[src/rtl/i2s_pkg.sv]
// Shared constants and frame packing helper for the WM8731 DAC serializer.
// Frames are MSB-aligned in a 64-bit word so any SLOT_W up to 32 shares one shifter.
package i2s_pkg;

    localparam int MODE_LJ   = 0;
    localparam int MODE_I2S  = 1;
    localparam int MAX_W     = 32;
    localparam int FRAME_MAX = 2 * MAX_W;

    function automatic int level_w(input int depth);
        return $clog2(depth) + 1;
    endfunction

    // Left slot occupies the top slot_w bits, right slot follows; samples
    // sit MSB-first in their slot with zero padding after.
    function automatic logic [FRAME_MAX-1:0] frame_pack(
        input logic [MAX_W-1:0] left,
        input logic [MAX_W-1:0] right,
        input logic             mono,
        input int               data_w,
        input int               slot_w
    );
        logic [MAX_W-1:0]     l_word;
        logic [MAX_W-1:0]     r_word;
        logic [FRAME_MAX-1:0] frame;
        l_word = left << (MAX_W - data_w);
        r_word = (mono ? left : right) << (MAX_W - data_w);
        frame  = {l_word, {MAX_W{1'b0}}} | ({r_word, {MAX_W{1'b0}}} >> slot_w);
        return frame;
    endfunction

endpackage

[src/rtl/i2s_dac_tx_fifo.sv]
// Synchronous sample-pair FIFO; head entry is always visible on rd_data.
module sample_fifo
    import i2s_pkg::*;
#(
    parameter int WIDTH = 32,
    parameter int DEPTH = 4
) (
    input  logic                      clk,
    input  logic                      reset,
    input  logic                      push,
    input  logic                      pop,
    input  logic [WIDTH-1:0]          wr_data,
    output logic [WIDTH-1:0]          rd_data,
    output logic [level_w(DEPTH)-1:0] level,
    output logic                      full,
    output logic                      empty
);

    localparam int PTR_W = $clog2(DEPTH);
    localparam int LVL_W = level_w(DEPTH);

    logic [WIDTH-1:0] mem [DEPTH];
    logic [PTR_W-1:0] wr_ptr;
    logic [PTR_W-1:0] rd_ptr;
    logic             push_ok;
    logic             pop_ok;

    assign full    = (level == LVL_W'(DEPTH));
    assign empty   = (level == '0);
    assign push_ok = push & ~full;
    assign pop_ok  = pop & ~empty;
    assign rd_data = mem[rd_ptr];

    always_ff @(posedge clk) begin
        if (push_ok) begin
            mem[wr_ptr] <= wr_data;
        end
    end

    always_ff @(posedge clk) begin
        if (reset) begin
            wr_ptr <= '0;
            rd_ptr <= '0;
            level  <= '0;
        end else begin
            if (push_ok) begin
                wr_ptr <= wr_ptr + 1'b1;
            end
            if (pop_ok) begin
                rd_ptr <= rd_ptr + 1'b1;
            end
            case ({push_ok, pop_ok})
                2'b10:   level <= level + 1'b1;
                2'b01:   level <= level - 1'b1;
                default: level <= level;
            endcase
        end
    end

endmodule

[src/rtl/i2s_dac_tx.sv]
// Stereo DAC serializer: oversampled bclk/lrck, per-frame FIFO pop, LJ or I2S framing.
module i2s_dac_tx
    import i2s_pkg::*;
#(
    parameter int DATA_W     = 16,
    parameter int SLOT_W     = 32,
    parameter int FIFO_DEPTH = 4,
    parameter int MODE       = MODE_LJ
) (
    input  logic                           clock_50M,
    input  logic                           reset,
    input  logic                           bclk,
    input  logic                           lrck,
    input  logic                           play_en,
    input  logic                           mono,
    input  logic                           s_valid,
    output logic                           s_ready,
    input  logic [DATA_W-1:0]              s_left,
    input  logic [DATA_W-1:0]              s_right,
    output logic                           dacdat,
    output logic [level_w(FIFO_DEPTH)-1:0] fifo_level,
    output logic                           underrun,
    output logic [15:0]                    underrun_cnt
);

    localparam int FRAME_BITS = 2 * SLOT_W;
    localparam int CNT_W      = $clog2(FRAME_MAX + 1);

    logic                    bclk_a, bclk_b;
    logic                    lrck_a, lrck_b;
    logic                    frame_start;
    logic                    bit_tick;
    logic                    fifo_full;
    logic                    fifo_empty;
    logic                    push;
    logic                    pop;
    logic [2*DATA_W-1:0]     head;
    logic [FRAME_MAX-1:0]    frame_load;
    logic [FRAME_MAX-1:0]    shreg;
    logic [CNT_W-1:0]        bit_cnt;
    logic                    dacdat_q;
    logic                    underrun_q;
    logic [15:0]             underrun_cnt_q;

    always_ff @(posedge clock_50M) begin
        if (reset) begin
            bclk_a <= 1'b0;
            bclk_b <= 1'b0;
            lrck_a <= 1'b0;
            lrck_b <= 1'b0;
        end else begin
            bclk_a <= bclk;
            bclk_b <= bclk_a;
            lrck_a <= lrck;
            lrck_b <= lrck_a;
        end
    end

    assign frame_start = lrck_a & ~lrck_b;
    assign bit_tick    = ~bclk_a & bclk_b;

    assign s_ready = ~fifo_full;
    assign push    = s_valid & ~fifo_full;
    assign pop     = frame_start & play_en & ~fifo_empty;

    sample_fifo #(
        .WIDTH (2 * DATA_W),
        .DEPTH (FIFO_DEPTH)
    ) u_fifo (
        .clk     (clock_50M),
        .reset   (reset),
        .push    (push),
        .pop     (pop),
        .wr_data ({s_left, s_right}),
        .rd_data (head),
        .level   (fifo_level),
        .full    (fifo_full),
        .empty   (fifo_empty)
    );

    always_comb begin
        frame_load = '0;
        if (pop) begin
            frame_load = frame_pack(MAX_W'(head[2*DATA_W-1:DATA_W]),
                                    MAX_W'(head[DATA_W-1:0]),
                                    mono, DATA_W, SLOT_W);
        end
    end

    // bit_cnt counts bits already presented on dacdat; in LJ mode the MSB
    // goes out with the load, so the count starts at one.
    always_ff @(posedge clock_50M) begin
        if (reset) begin
            shreg    <= '0;
            bit_cnt  <= '0;
            dacdat_q <= 1'b0;
        end else if (frame_start) begin
            if (MODE == MODE_LJ) begin
                dacdat_q <= frame_load[FRAME_MAX-1];
                shreg    <= {frame_load[FRAME_MAX-2:0], 1'b0};
                bit_cnt  <= CNT_W'(1);
            end else begin
                dacdat_q <= 1'b0;
                shreg    <= frame_load;
                bit_cnt  <= '0;
            end
        end else if (bit_tick) begin
            if (bit_cnt < CNT_W'(FRAME_BITS)) begin
                dacdat_q <= shreg[FRAME_MAX-1];
                shreg    <= {shreg[FRAME_MAX-2:0], 1'b0};
                bit_cnt  <= bit_cnt + 1'b1;
            end else begin
                dacdat_q <= 1'b0;
            end
        end
    end

    always_ff @(posedge clock_50M) begin
        if (reset) begin
            underrun_q     <= 1'b0;
            underrun_cnt_q <= '0;
        end else begin
            underrun_q <= 1'b0;
            if (frame_start && play_en && fifo_empty) begin
                underrun_q <= 1'b1;
                if (underrun_cnt_q != '1) begin
                    underrun_cnt_q <= underrun_cnt_q + 1'b1;
                end
            end
        end
    end

    assign dacdat       = dacdat_q;
    assign underrun     = underrun_q;
    assign underrun_cnt = underrun_cnt_q;

endmodule

[config.mk]
export PLATFORM = sky130hd
export DESIGN_NAME = i2s_dac_tx
export DESIGN_NICKNAME = d
export VERILOG_FILES = /design/src/rtl/i2s_pkg.sv /design/src/rtl/i2s_dac_tx_fifo.sv /design/src/rtl/i2s_dac_tx.sv
export SDC_FILE = /design/constraint.sdc
export NUM_CORES = 1
export LEC_CHECK = 0
export ABC_AREA = 0
export CORE_ASPECT_RATIO = 1.5
export CORE_MARGIN = 2
export CORE_UTILIZATION = 57
export DETAILED_ROUTE_END_ITERATION = 12
export GPL_ROUTABILITY_DRIVEN = 0
export HOLD_SLACK_MARGIN = 0.1
export PLACE_DENSITY = 0.75
export RECOVER_POWER = 25
export SETUP_SLACK_MARGIN = 0.2
export SYNTH_ARGS = -nofsm -noshare
export SYNTH_HDL_FRONTEND = slang
export SYNTH_SLANG_ARGS = --single-unit
[constraint.sdc]
create_clock -name clock_50M -period 5.07 [get_ports clock_50M]
set_clock_uncertainty 0.05 [all_clocks]
set_input_delay 1.014 -clock clock_50M [delete_from_list [all_inputs] [get_ports clock_50M]]
set_output_delay 1.014 -clock clock_50M [all_outputs]
set_load 0.01 [all_outputs]
==> run summary <==
Mean Syn Cell Area - 12.0 um2
Layout overhead on the synthesized area - 17.2%
Fraction of registers with async set/reset - 0%
Post-DR wirelength/cell - 17.7 um
Synth top area cells - edfxtp_1, dfxtp_1, mux2i_1, nand2_1, a22oi_1
Combinational Power Share - 6.8%
Switching power share of the total - 21.5%
Final wirelength - 17400 um
Largest net degree at the start of global routing - 66
Router iterations before antenna repair - 5
Dpl hpwl - 10600 um
Port bufs - 60
Max transition margin - 28.4%
Share of cells above drive strength 1 - 7.52%
Critical Path AT - 3.55 ns
Final ANT Viol Nets - 0
Synth cell types - 42
Sequential-to-total area share from yosys stat - 64.0%
Reg power frac - 51.0%
TritonCTS clock tree - yes
Status - completed
Worst hold path depth - 2
Pint - 2.99 mW
Vias in the first global route - 5881
Pins Over Slew Limit - 0
All-layer global routing usage - 21.5%
Vias post-DR - 5720
Initial Util - 57.7%
Worst Hold Class - flip-flop to flip-flop
Layout fillers - 1089
Synth area leader - edfxtp_1
Initial DRC Count - 397
Mapped Cells - 719
Highest clock rate - 313 MHz
Nature of the critical path endpoint - flip-flop
Yosys reg bits - 213
Setup_tns - 0 ns
N_diodes - 0
Setup violations, final - 0
Mapped cell area - 0.00866 mm2
Initial antenna violation count - 0
Max clock buf depth - 3
Worst setup SP type - input port
Syn nets - 766
Highest-count cells in the layout ignoring fill and taps - edfxtp_1, nand2_1, dfxtp_1
Final #Nets - 818
Core area - 0.0150 mm2
Die height - 155 um
Postcts setup bufs - 0
Pleak - 3.26 nW
Total gr overflow - 0
EDFF count, synth - 128
Final min period - 3.19 ns
Via density per instance - 5.81
Clock group share of total power - 42.2%
WP data required - 5.43 ns
Ys flop type - edfxtp_1
Most common cell after layout, fill and taps aside - edfxtp_1
Post-CTS Hold Buffers - 0
Slew @ Worst Pin - 1.07 ns
Max FO, Critical Path - 35
Num ports - 61
Number of H-tree levels - 1
Yosys top cell area share - 44.4%
Die Footprint - 0.0162 mm2
R2R depth - 9
CTS Sinks - 213
Hold Vio Cnt, Final - 0
Skew-Pair Late Insertion Delay - 0.49 ns
CTS root buf - clkbuf_16
First-pass GRT wire length - 28400 um
Num CTS Buffers - 20
Row Count - 55
P_sw - 0.818 mW
Maximum vdd drop - 0.323 mV
Drt drc - 0
Synth warn - 0
Post-CTS resize count - 0
Die width - 105 um
Cell area power density - 375 mW/mm2
Hold Slack - 0.406 ns
Clk slew on worst S/H paths - 0.07 ns
Max_cap viols - 0
Fin crit share - 62.9%
WS Path Type - input port to flip-flop
RSZ-0062 raised after global routing - no
## metal layers
metal  vias up  track usage [%]  wire [um]
met5         -                0          0
met4         0             9.33        629
met3        58             2.68        863
met2       178             41.2       9450
met1      2769             23.8       6500
li1       2715                -          -
## synth_stat cells, drive strengths merged (4+ instances only)
master	instances
ha	7
a22oi	30
inv	7
edfxtp	128
a211oi	17
and3	7
dfxtp	85
nor3	4
nor2	57
buf	13
or3	5
and2	4
nand2	90
a31oi	14
clkbuf	29
mux2i	61
xor2	14
nor2b	12
nand2b	17
o21ai	25
a21oi	40
nand3	23
## worst max-delay path, stage by stage
cell             delay, ns
clkdlybuf4s50_1       0.49
nand3b_2              0.22
nor2b_2               0.16
buf_4                 0.36
ha_1                  0.25
inv_1                 0.07
fa_1                  0.38
xor2_1                0.17
or3_1                 0.30
a21oi_1               0.14
## power groups by stage
stage	clock network, mW	registers, mW	logic [mW]
global route	1.69	1.95	0.287
detailed placement	0	1.98	0.262
global placement	0	1.98	0.251
CTS	1.63	1.94	0.264
finish	1.61	1.94	0.259
floorplan	0	1.97	0.156
## through the flow
step                      utilization [%]  total power [mW]  cell area (um2)  setup slack [ns]  instances
after detailed placement             62.9              2.24             9430              1.40        948
after global placement               62.9              2.23             9430              1.46        948
after CTS                            67.7              3.84            10200              1.89        984
after global routing                 67.7              3.93            10200              1.75        984
after floorplan                         -              2.13             8660              1.99        719
final                                67.7              3.81            10200              1.88        984
## cell families (layout without fill, tap and decap cells)
logic type	after synthesis	in the layout	synth area share (%)
buffers and inverters	49	115	2.31
AO/OA/AOI/OAI	135	135	9.91
multiplexers	65	65	7.96
flip-flops	213	213	64.0
XOR/XNOR	17	17	1.72
AND/OR/NAND/NOR	232	232	12.8
adder cells (fa/ha/maj)	8	8	1.24
## final timing paths
path,slack [ns],end,from
max,1.88,u_fifo.level[2]$_SDFFE_PP0P_,play_en
min,0.41,shreg[40]$_SDFFE_PP0P_,shreg[39]$_SDFFE_PP0P_
max reg2reg,2.45,u_fifo.level[2]$_SDFFE_PP0P_,lrck_b$_SDFF_PP0_
min reg2reg,0.41,shreg[40]$_SDFFE_PP0P_,shreg[39]$_SDFFE_PP0P_
## registers in the layout, summed over array words and instances (netlist names), named ones only
name / cells
bclk_a: 1
dacdat: 1
u_fifo.mem: 128
bit_cnt: 7
u_fifo.rd_ptr: 2
shreg: 47
underrun_cnt: 16
underrun: 1
u_fifo.wr_ptr: 2
lrck_a: 1
bclk_b: 1
u_fifo.level: 3
lrck_b: 1
## area by class of cell
cell class              count  area (um2)  area share (%)
flip-flops and latches    213        5550            54.7
well taps                 199         249            2.45
repair buffers             72         686            6.75
clock inverters            10         164            1.61
multi-input cells         457        2920            28.8
clock buffers              26         554            5.46
inverters                   7        26.3           0.259
(Power assumes the default switching activity.)
